### config.mk
export PLATFORM = sky130hd
export DESIGN_NAME = usb_rx_sequencer
export DESIGN_NICKNAME = d
export VERILOG_FILES = /design/src/rtl/usb_rx_sequencer.sv
export SDC_FILE = /design/constraint.sdc
export NUM_CORES = 1
export LEC_CHECK = 0
export BUFFER_PORTS_ARGS = -buffer_cell sky130_fd_sc_hd__buf_2
export CORE_UTILIZATION = 25
export DETAILED_ROUTE_END_ITERATION = 8
export RECOVER_POWER = 25
export SLEW_MARGIN = 10
export SYNTH_ARGS = -nofsm -noshare
export SYNTH_HDL_FRONTEND = slang
export SYNTH_SLANG_ARGS = --single-unit
### constraint.sdc
create_clock -name clk -period 2.7 [get_ports clk]
set_clock_uncertainty 0.15 [all_clocks]
set_input_delay 0.405 -clock clk [delete_from_list [all_inputs] [get_ports clk]]
set_output_delay 0.405 -clock clk [all_outputs]
set_load 0.1 [all_outputs]
### src/rtl/usb_rx_sequencer.sv
// USB receive sequencer: bit-strobe timing, SYNC detection, bit unstuffing, byte assembly and EOP checking.
// Optional macro USB_RX_STUFF_ERR_EN: a stuff bit sampled as 1 is treated as a packet error.
module usb_rx_sequencer #(
  parameter int CLKS_PER_BIT = 8
) (
  input  logic       clk,
  input  logic       n_rst,
  input  logic       dp_in,
  input  logic       dm_in,
  input  logic       d_orig,
  input  logic       d_edge,
  output logic       en,
  output logic [7:0] rx_byte,
  output logic       byte_valid,
  output logic       rx_active,
  output logic       eop,
  output logic       rx_error
);

  localparam int PW = $clog2(CLKS_PER_BIT);

  typedef enum logic [2:0] {
    IDLE  = 3'd0,
    SYNC  = 3'd1,
    DATA  = 3'd2,
    EOP   = 3'd3,
    ERROR = 3'd4
  } state_t;

  state_t         r_state, w_state;
  logic [PW-1:0]  r_phase, w_phase;
  logic [2:0]     r_zeros, w_zeros;
  logic [2:0]     r_ones, w_ones;
  logic [2:0]     r_bitcnt, w_bitcnt;
  logic [7:0]     r_shift, w_shift;
  logic [7:0]     r_rx_byte, w_rx_byte;
  logic           r_byte_valid, w_byte_valid;
  logic           r_eop, w_eop;
  logic           r_rx_error, w_rx_error;
  logic           r_se0_seen, w_se0_seen;
  logic           w_en, w_se0, w_j;

  assign w_en  = (r_state != IDLE) && (r_phase == PW'(CLKS_PER_BIT / 2));
  assign w_se0 = !dp_in && !dm_in;
  assign w_j   = dp_in && !dm_in;

  always_ff @(posedge clk or negedge n_rst) begin
    if (!n_rst) begin
      r_state      <= IDLE;
      r_phase      <= '0;
      r_zeros      <= '0;
      r_ones       <= '0;
      r_bitcnt     <= '0;
      r_shift      <= '0;
      r_rx_byte    <= '0;
      r_byte_valid <= 1'b0;
      r_eop        <= 1'b0;
      r_rx_error   <= 1'b0;
      r_se0_seen   <= 1'b0;
    end else begin
      r_state      <= w_state;
      r_phase      <= w_phase;
      r_zeros      <= w_zeros;
      r_ones       <= w_ones;
      r_bitcnt     <= w_bitcnt;
      r_shift      <= w_shift;
      r_rx_byte    <= w_rx_byte;
      r_byte_valid <= w_byte_valid;
      r_eop        <= w_eop;
      r_rx_error   <= w_rx_error;
      r_se0_seen   <= w_se0_seen;
    end
  end

  always_comb begin
    w_state      = r_state;
    w_zeros      = r_zeros;
    w_ones       = r_ones;
    w_bitcnt     = r_bitcnt;
    w_shift      = r_shift;
    w_rx_byte    = r_rx_byte;
    w_byte_valid = 1'b0;
    w_eop        = 1'b0;
    w_rx_error   = r_rx_error;
    w_se0_seen   = r_se0_seen;

    // Phase holds at 0 while idle; any line transition re-centres the strobe.
    if (r_state == IDLE)
      w_phase = d_edge ? PW'(1) : '0;
    else if (d_edge)
      w_phase = PW'(1);
    else if (r_phase == PW'(CLKS_PER_BIT - 1))
      w_phase = '0;
    else
      w_phase = r_phase + PW'(1);

    case (r_state)
      IDLE: begin
        if (d_edge) begin
          w_state    = SYNC;
          w_rx_error = 1'b0;
          w_zeros    = '0;
        end
      end
      SYNC: begin
        if (w_en) begin
          if (w_se0) begin
            w_state = IDLE;
          end else if (d_orig) begin
            w_state  = (r_zeros >= 3'd5) ? DATA : IDLE;
            w_ones   = '0;
            w_bitcnt = '0;
          end else if (r_zeros != 3'd5) begin
            w_zeros = r_zeros + 3'd1;
          end
        end
      end
      DATA: begin
        if (w_en) begin
          if (w_se0) begin
            w_state    = EOP;
            w_se0_seen = 1'b0;
            if (r_bitcnt != 3'd0)
              w_rx_error = 1'b1;
          end else if (r_ones == 3'd6) begin
            w_ones = '0;
`ifdef USB_RX_STUFF_ERR_EN
            if (d_orig) begin
              w_rx_error = 1'b1;
              w_state    = ERROR;
              w_se0_seen = 1'b0;
            end
`endif
          end else begin
            w_shift  = {d_orig, r_shift[7:1]};
            w_ones   = d_orig ? r_ones + 3'd1 : 3'd0;
            w_bitcnt = r_bitcnt + 3'd1;
            if (r_bitcnt == 3'd7) begin
              w_rx_byte    = {d_orig, r_shift[7:1]};
              w_byte_valid = 1'b1;
            end
          end
        end
      end
      EOP: begin
        if (w_en) begin
          if (w_se0 && !r_se0_seen) begin
            w_se0_seen = 1'b1;
          end else if (w_j && r_se0_seen) begin
            w_eop   = 1'b1;
            w_state = IDLE;
          end else begin
            w_rx_error = 1'b1;
            w_state    = ERROR;
            w_se0_seen = 1'b0;
          end
        end
      end
      ERROR: begin
        if (w_en) begin
          w_se0_seen = w_se0;
          if (w_j && r_se0_seen)
            w_state = IDLE;
        end
      end
      default: w_state = IDLE;
    endcase
  end

  assign en         = w_en;
  assign rx_byte    = r_rx_byte;
  assign byte_valid = r_byte_valid;
  assign eop        = r_eop;
  assign rx_error   = r_rx_error;
  assign rx_active  = (r_state == DATA) || (r_state == EOP);

endmodule

==> results.toml, run 1 <==
[routing]
drtAntennaViolNets = 0
viasPerCell = 4.474
wl_per_cell_um = 12.22
vias = 1284
drtIter0Drc = 133
drc = 0
routed_wl_mm = 3.508
drtPass1Iterations = 4

[yosys]
async_reset_ff_frac = 1.000
yosys.area.top_type = "dfrtp_1"
synth.cell_area_um2 = 1788
yosysSeqAreaShare = 0.4759
ys_warn_count = 0
syn_nets = 185
synth_edf_count = 0
ys.flop_type = "dfrtp_1"
synth.distinct_cells = 41
synth_area_leaders = "dfrtp_1 (48%), mux2_4 (7.6%), ha_1 (7.0%)"
synth.avg_cell_area_um2 = 10.58
yosysTopAreaCellShare = 0.4759
synthCells = 169
ys_seq_elements = 34

[clocking]
clockBufferDepth = 2
cts_tree = "built"
postCtsHoldBufs = 0
root_buffer = "clkbuf_8"
clk_latency_ns = 0.29
cts.clk_slew.worst_paths_ns = 0.07
post_cts_buffers = 0
cts-buffers-inserted = 5
cts_resized = 0
ctsHtreeMaxLevel = 2
numClockSinks = 34

[global_route]
grt_pass1_wl_mm = 5.947
grt_pass1_vias = 1240
grt.busiest_layer = "met2"
overflow = 0
met2_usage = 0.1609
use_met3 = 0.02571
grt_max_degree = 35
track_usage = 0.1020
met1_usage = 0.1338
antenna_found_initial = 0

[floorplan]
initial_utilization = 0.2603
dieHeight_um = 86.57
num_io_pins = 19
core_area_um2 = 6869
die_x_um = 86.57
die-area_um2 = 7494
num_rows = 30

[cells_and_area]
nets = 206
layout-drive-gt1-share = 0.2199
area_delta_synth_final_pct = 17.56
final_core_util = 0.3060
fin_area_um2 = 2102
antennaDiodeCount = 0

[place]
port_buffers = 18
placed_area_um2 = 1966
pre_cts_slack_ns = 0.5957
dpl.hpwl_mm = 2.556
place_congestion = 0.7938

[setup_path]
worst_setup_path_end_kind = "output port"
ff2ff_setup_slack_ns = 0.58
worstPathRequired_ns = 2.14
critical_path_class = "reg2out"
crit_arrival_ns = 1.80
critical_path.max_fanout = 7
worst_setup_path_start_kind = "flip-flop"

[timing]
worst_slew_pin_slew_ns = 1.795
fin_crit_sh = 0.8720
fin_crit_ns = 2.354
rsz0062_at_grt = "false"
setup_viol = 0
timing.final.ws_setup_ns = 0.3456
drv_slew = 35
relSlewSlack = -0.1965
setup_tns_ns = 0
fmax_mhz = 424.7
hold_viol = 0

[run_status]
violations = "max-capacitance violations, max-slew violations"
outcome = "complete, but fails checks"

[pwr]
p_total_mw = 1.566
power_density_nw_per_um2 = 744.8
power_leakage_nw = 1.053
ir_drop_v = 0.0002641

[min_path]
hp-class = "in2reg"

[flow_run]
drv_cap = 1
[critical path, stage by stage, from the launching register on]
cell,delay (ns)
dfrtp_1,0.40
inv_1,0.07
ha_1,0.29
o311a_1,0.30
buf_2,0.46
[stage by stage]
stage | hold WS (ns) | std cells
detailed placement | 0.3127 | 279
floorplan | -0.04059 | 169
global placement | 0.3143 | 279
global route | 0.2603 | 287
CTS | 0.05969 | 287
finish | 0.2609 | 287
[final cells by class]
cell class,instances,area [um2]
tap,96,120.1
sequential,34,850.8
fill,719,4767
timing repair buffer,20,103.9
inverter,9,33.78
multi-input combinational,120,855.8
clock buffer,5,68.82
clock inverter,3,68.82
[cells in the mapped netlist (2+ instances only)]
cell type   n
a21oi_1     6
a22o_1      2
a31oi_1     2
and3_1      3
buf_2       2
buf_6       3
dfrtp_1    34
ha_1       10
inv_1       9
mux2_4      9
nand2_1    33
nand2b_1    3
nand3_1     4
nand4_1     3
nor2_1      6
nor3b_1     2
o21ai_0    13
o31ai_1     2
[power breakdown]
part	switching, mW	internal [mW]
clock	0.193	0.370
combinational	0.254	0.133
sequential	0.0657	0.550
total	0.513	1.05
[metal layers]
| metal | part of all wire | vias up |
|---|---|---|
| li1 | - | 633 |
| met1 | 0.47 | 622 |
| met2 | 0.47 | 22 |
| met3 | 0.036 | 7 |
| met4 | 0.017 | 0 |
| met5 | 0 | - |
[registers in the layout, indices dropped and copies added, names as in the netlist]
register,flops
r_bitcnt,3
r_ones,3
eop,1
rx_byte,8
byte_valid,1
r_zeros,3
r_se0_seen,1
r_shift,7
rx_error,1
r_phase,3
r_state,3
[kinds of logic after synthesis]
group | after synthesis | synth area share
simple gates | 64 | 0.1841
buf+inv | 15 | 0.04548
mux | 10 | 0.08188
compound gates | 35 | 0.1379
xor+xnor | 1 | 0.004899
fa+ha+maj | 10 | 0.06998
flops | 34 | 0.4759
[placed cells by master (no fill, tap or decap), types with 3 or more instances in the layout]
cell type,netlist,layout
clkbuf_8,0,5
dfrtp_1,34,34
buf_2,2,17
and3_1,3,3
inv_1,9,9
nand2_1,33,33
nand3_1,4,4
o21ai_0,13,13
ha_1,10,10
nand4_1,3,3
nand2b_1,3,3
nor2_1,6,6
mux2_4,9,9
a21oi_1,6,6
[path summary, 6_finish.rpt]
path / to / depth (start not counted) / from
worst max-delay path: en / 4 / r_phase[0]$_DFF_PN0_
worst min-delay path: r_phase[1]$_DFF_PN0_ / 2 / d_edge
worst max register to register: rx_byte[7]$_DFFE_PN0P_ / 5 / r_state[1]$_DFFE_PN0P_
worst min register to register: r_shift[1]$_DFFE_PN0P_ / 2 / r_shift[1]$_DFFE_PN0P_
max in group asynchronous: r_se0_seen$_DFFE_PN0P_ / 1 / n_rst
min in group asynchronous: byte_valid$_DFF_PN0_ / 1 / n_rst
No activity file was read; power rests on OpenSTA's default activity.
==> run 2, diff against run 1 <==
--- a/config.mk
+++ b/config.mk
@@ -8,6 +8,7 @@
 export BUFFER_PORTS_ARGS = -buffer_cell sky130_fd_sc_hd__buf_2
 export CORE_UTILIZATION = 25
 export DETAILED_ROUTE_END_ITERATION = 8
+export PLACE_DENSITY = 0.39
 export RECOVER_POWER = 25
 export SLEW_MARGIN = 10
 export SYNTH_ARGS = -nofsm -noshare
==> run 2 against run 1 <==
Net effect: the run still ends with max-capacitance violations, max-slew violations left; register-to-register slack better by 0.03 ns; wire length up 4.0%; cell area down 2.4%; critical path depth unchanged; final cell count down 0.35%; power down 12%; non-clock buffer count down 1; flip-flop and latch count unchanged; combinational power down 5.7%; largest cell class unchanged.
==> results.toml, run 2 (synthesis results as in run 1) <==
[pwr]
power_density_nw_per_um2 = 674.6
p_comb_frac = 0.263
internal_power_uw = 878.6
power_leakage_nw = 1.027
p_clk_frac = 0.284
p_seq_frac = 0.453
switching_share = 0.3653
switchingPower_uw = 505.6
ir_drop_v = 0.0002259

[setup_path]
max_stage_delay_ns = 0.46
cpMaxStageDelayCell = "buf_2"
timing.reg2reg.worst_path_depth = 6
r2r-start = "r_phase[0]$_DFF_PN0_"
path_delay_family = "buffers and inverters"
critical_path_class = "reg2out"
worst_setup_path_start_kind = "flip-flop"
crit_end = "en"
ff2ff_setup_slack_ns = 0.61
worst-path-stages = 4
critPathBufInv = 2
critical_path.max_fanout = 7
worstPathRequired_ns = 2.14
crit_arrival_ns = 1.83
timing.rr.end = "rx_byte[0]$_DFFE_PN0P_"
worstPathCellList = "inv_1 > ha_1 > o311a_1 > buf_2"
worst_setup_path_end_kind = "output port"
startpoint = "r_phase[0]$_DFF_PN0_"

[clocking]
cts_tree = "built"
numClockSinks = 34
ctsHtreeMaxLevel = 2
clockBufferDepth = 2
clk_latency_ns = 0.29
postCtsHoldBufs = 0
cts.clk_slew.worst_paths_ns = 0.07
cts_resized = 0
cts-buffers-inserted = 5
post_cts_buffers = 0
root_buffer = "clkbuf_8"

[cells_and_area]
fill_cells = 730
mostFrequentLayoutCells = "dfrtp_1 (34), nand2_1 (33), buf_2 (17)"
seq_area_um2 = 850.8
multiInputGateArea_um2 = 855.8
antennaDiodeCount = 0
largest_reg_flops = 8
area_delta_synth_final_pct = 14.77
layout-drive-gt1-share = 0.2158
nets = 205
fin_area_um2 = 2052
layout_commonest_cell = "dfrtp_1"

[floorplan]
die-area_um2 = 7494
initial_utilization = 0.2603
die_x_um = 86.57
core_area_um2 = 6869
dieHeight_um = 86.57
num_rows = 30
num_io_pins = 19

[place]
port_buffers = 18
place_congestion = 0.8258
placed_area_um2 = 1958
dpl.hpwl_mm = 2.656

[timing]
drv_slew = 35
relSlewSlack = -0.2404
hold_viol = 0
rsz0062_at_grt = "false"
worst_slew_pin_slew_ns = 1.861
setup_tns_ns = 0
fmax_mhz = 419.7
fin_crit_sh = 0.8824
setup_viol = 0
fin_crit_ns = 2.383

[routing]
route.met3.wl_um = 109
drtPass1Iterations = 3
wl_met2_mm = 1.733
top_layer = "met4"
met1Wirelength_mm = 1.765
vias = 1304
wl_per_cell_um = 12.76
drc = 0
drtIter0Drc = 28
routed_wl_mm = 3.648
drtAntennaViolNets = 0
viasPerCell = 4.559

[flow_run]
drv_cap = 1

[global_route]
grt_max_degree = 35
overflow = 0
grt_pass1_vias = 1339
track_usage = 0.1080
grt_pass1_wl_mm = 6.230
antenna_found_initial = 0

[run_status]
outcome = "complete, but fails checks"
violations = "max-capacitance violations, max-slew violations"

[min_path]
hp-class = "in2reg"
## run 2: cell types whose count changed in the layout (fill, tap and decap cells not counted)
cell	change
bufinv_16	-2
buf_4	-1
clkbuf_8	+1
clkinv_2	+1
clkinv_4	-1
clkinvlp_4	+1
## run 2: how the worst min path moves through the flow
stage          slack (ns)                    from  cells after the start                endpoint
3_5_place_dp         0.34  r_shift[1]$_DFFE_PN0P_                      2  r_shift[1]$_DFFE_PN0P_
4_1_cts              0.06                   n_rst                      1  rx_byte[5]$_DFFE_PN0P_
6_report             0.22                  d_edge                      2    r_phase[2]$_DFF_PN0_
3_3_place_gp         0.33  r_shift[1]$_DFFE_PN0P_                      2  r_shift[1]$_DFFE_PN0P_
5_1_grt              0.23                  d_edge                      2    r_phase[2]$_DFF_PN0_
2_1_floorplan       -0.04                   n_rst                      0    byte_valid$_DFF_PN0_
## run 2: metal layers
layer | global-route usage | vias to the layer above
li1 | - | 629
met1 | 0.1333 | 653
met2 | 0.1804 | 17
met3 | 0.02857 | 5
met4 | 0.04091 | 0
met5 | 0 | -
## run 2: area by class of cell
cell class,count,share of cell area
clock buffer,6,0.04024
clock inverter,2,0.006098
inverter,9,0.01646
multi-input combinational,120,0.4171
sequential,34,0.4146
tap,96,0.05854
timing repair buffer,19,0.04695
## run 2: power groups by stage
stage	registers (mW)	logic, mW	clock network [mW]
floorplan	0.644	0.287	0
global placement	0.633	0.363	0
detailed placement	0.636	0.366	0
CTS	0.626	0.367	0.417
global route	0.638	0.402	0.435
finish	0.627	0.364	0.393
## run 2: through the flow
step	power, mW	util	std cells	hold WS (ns)	setup WS (ns)
after floorplan	0.9317	-	169	-0.04059	0.06289
after global placement	0.9961	0.2851	278	0.3257	0.6388
after detailed placement	1.002	0.2851	278	0.3401	0.6207
after CTS	1.409	0.2989	286	0.06084	0.3099
after global routing	1.475	0.2987	286	0.2255	0.2532
final	1.384	0.2987	286	0.2232	0.3175
==> run 3, diff against run 2 <==
--- a/config.mk
+++ b/config.mk
@@ -5,7 +5,9 @@
 export SDC_FILE = /design/constraint.sdc
 export NUM_CORES = 1
 export LEC_CHECK = 0
-export BUFFER_PORTS_ARGS = -buffer_cell sky130_fd_sc_hd__buf_2
+export BUFFER_PORTS_ARGS = -buffer_cell sky130_fd_sc_hd__buf_4
+export CAP_MARGIN = 20
+export CORE_MARGIN = 3
 export CORE_UTILIZATION = 25
 export DETAILED_ROUTE_END_ITERATION = 8
 export PLACE_DENSITY = 0.39
==> run 3 against run 2 <==
Net effect: the flow now finishes without violations; clock-buffer cell count increased by 1; non-clock buffer count increased by 1; final cell count increased by 0.35%; highest routed layer unchanged.
==> results.toml, run 3 (synthesis results as in run 1) <==
[floorplan]
die_x_um = 90.57
num_io_pins = 19
core_area_um2 = 6869
num_rows = 30
initial_utilization = 0.2603
dieHeight_um = 90.57
die-area_um2 = 8203

[routing]
drtPass1Iterations = 4
drc = 0
vias = 1279
viasPerCell = 4.456
drtAntennaViolNets = 0
routed_wl_mm = 3.649
wl_per_cell_um = 12.71
drtIter0Drc = 25

[global_route]
met1_usage = 0.1223
antenna_found_initial = 0
grt.busiest_layer = "met2"
use_met3 = 0.03000
track_usage = 0.09369
grt_max_degree = 35
met2_usage = 0.1489
grt_pass1_wl_mm = 6.216
grt_pass1_vias = 1271
overflow = 0

[cells_and_area]
layout_commonest_cell = "dfrtp_1"
fill_cells = 704
nets = 206
area_delta_synth_final_pct = 18.40
mostFrequentLayoutCells = "dfrtp_1 (34), nand2_1 (33), buf_4 (18)"
multiInputGateArea_um2 = 855.8
layout-drive-gt1-share = 0.2094
largest_reg_flops = 8
seq_area_um2 = 850.8
antennaDiodeCount = 0

[timing]
fin_crit_ns = 2.234
setup_tns_ns = 0
fmax_mhz = 447.7
fin_hold_ws_ns = 0.1948
setup_viol = 0
relSlewSlack = 0.4268
hold_viol = 0
fin_crit_sh = 0.8273
rsz0062_at_grt = "false"
drv_slew = 0
worst_slew_pin_slew_ns = 0.8598

[clocking]
ctsHtreeMaxLevel = 2
clk_latency_ns = 0.28
cts.clk_slew.worst_paths_ns = 0.07
cts_resized = 0
numClockSinks = 34
cts-buffers-inserted = 5
root_buffer = "clkbuf_8"
cts_tree = "built"
postCtsHoldBufs = 1
post_cts_buffers = 0
clockBufferDepth = 2

[setup_path]
worstPathCellList = "inv_1 > ha_1 > o311a_1 > buf_4"
worstPathRequired_ns = 2.14
crit_arrival_ns = 1.68
worst_setup_path_end_kind = "output port"
path_delay_family = "flip-flops"
worst_setup_path_start_kind = "flip-flop"
critical_path.max_fanout = 7
critPathBufInv = 2
critical_path_class = "reg2out"
cpMaxStageDelayCell = "dfrtp_1"
max_stage_delay_ns = 0.40

[pwr]
p_comb_frac = 0.252
p_clk_frac = 0.316
power_leakage_nw = 1.042
internal_power_uw = 957.7
switching_share = 0.3426
switchingPower_uw = 499.0
ir_drop_v = 0.0002647
power_density_nw_per_um2 = 688.1
p_seq_frac = 0.432

[min_path]
hp-class = "in2reg"

[place]
port_buffers = 18
place_congestion = 0.8788
dpl.hpwl_mm = 2.632

[run_status]
outcome = "complete, no violations"

[flow_run]
drv_cap = 0
[run 3: changes by cell type in the layout (fill, tap and decap cells not counted), sizes merged]
cell	delta
bufinv	+1
clkbuf	+1
clkinv	-1
clkinvlp	-1
dlygate4sd3	+1
[run 3: per-stage QoR]
step | area, um2 | power (mW) | util | setup WS [ns] | std cells
2_1_floorplan | 1788 | 0.9317 | - | 0.06289 | 169
3_3_place_gp | 2003 | 1.005 | 0.2916 | 0.6372 | 278
3_5_place_dp | 2003 | 1.007 | 0.2916 | 0.6299 | 278
4_1_cts | 2120 | 1.474 | 0.3086 | 0.4515 | 287
5_1_grt | 2117 | 1.539 | 0.3082 | 0.3281 | 287
6_report | 2117 | 1.457 | 0.3082 | 0.4664 | 287
[run 3: area by class of cell]
| class | count | area share |
|---|---|---|
| sequential | 34 | 0.4019 |
| inverter | 9 | 0.01596 |
| clock buffer | 7 | 0.03605 |
| clock inverter | 1 | 0.01418 |
| tap | 96 | 0.05674 |
| multi-input combinational | 120 | 0.4043 |
| timing repair buffer | 20 | 0.07092 |
[run 3: final timing paths]
path                                        start                endpoint  depth (start not counted)  slack, ns
max reg2reg                r_state[1]$_DFFE_PN0P_  rx_byte[5]$_DFFE_PN0P_                          5       0.60
max in group asynchronous                   n_rst    r_phase[1]$_DFF_PN0_                          2       1.22
min reg2reg                r_shift[1]$_DFFE_PN0P_  r_shift[1]$_DFFE_PN0P_                          2       0.34
max                          r_phase[0]$_DFF_PN0_                      en                          4       0.47
min                                        d_edge    r_phase[2]$_DFF_PN0_                          2       0.19
min in group asynchronous                   n_rst  r_shift[6]$_DFFE_PN0P_                          2       0.63
[run 3: routing by layer]
| layer | vias up | share of wire |
|---|---|---|
| li1 | 635 | - |
| met1 | 617 | 0.48 |
| met2 | 25 | 0.48 |
| met3 | 2 | 0.040 |
| met4 | 0 | 0.0066 |
| met5 | - | 0 |
[run 3: power groups by stage]
| stage | combinational (mW) | sequential [mW] | clock (mW) |
|---|---|---|---|
| 6_report | 0.367 | 0.630 | 0.460 |
| 5_1_grt | 0.401 | 0.638 | 0.499 |
| 4_1_cts | 0.370 | 0.627 | 0.476 |
| 3_5_place_dp | 0.368 | 0.639 | 0 |
| 3_3_place_gp | 0.370 | 0.635 | 0 |
| 2_1_floorplan | 0.287 | 0.644 | 0 |
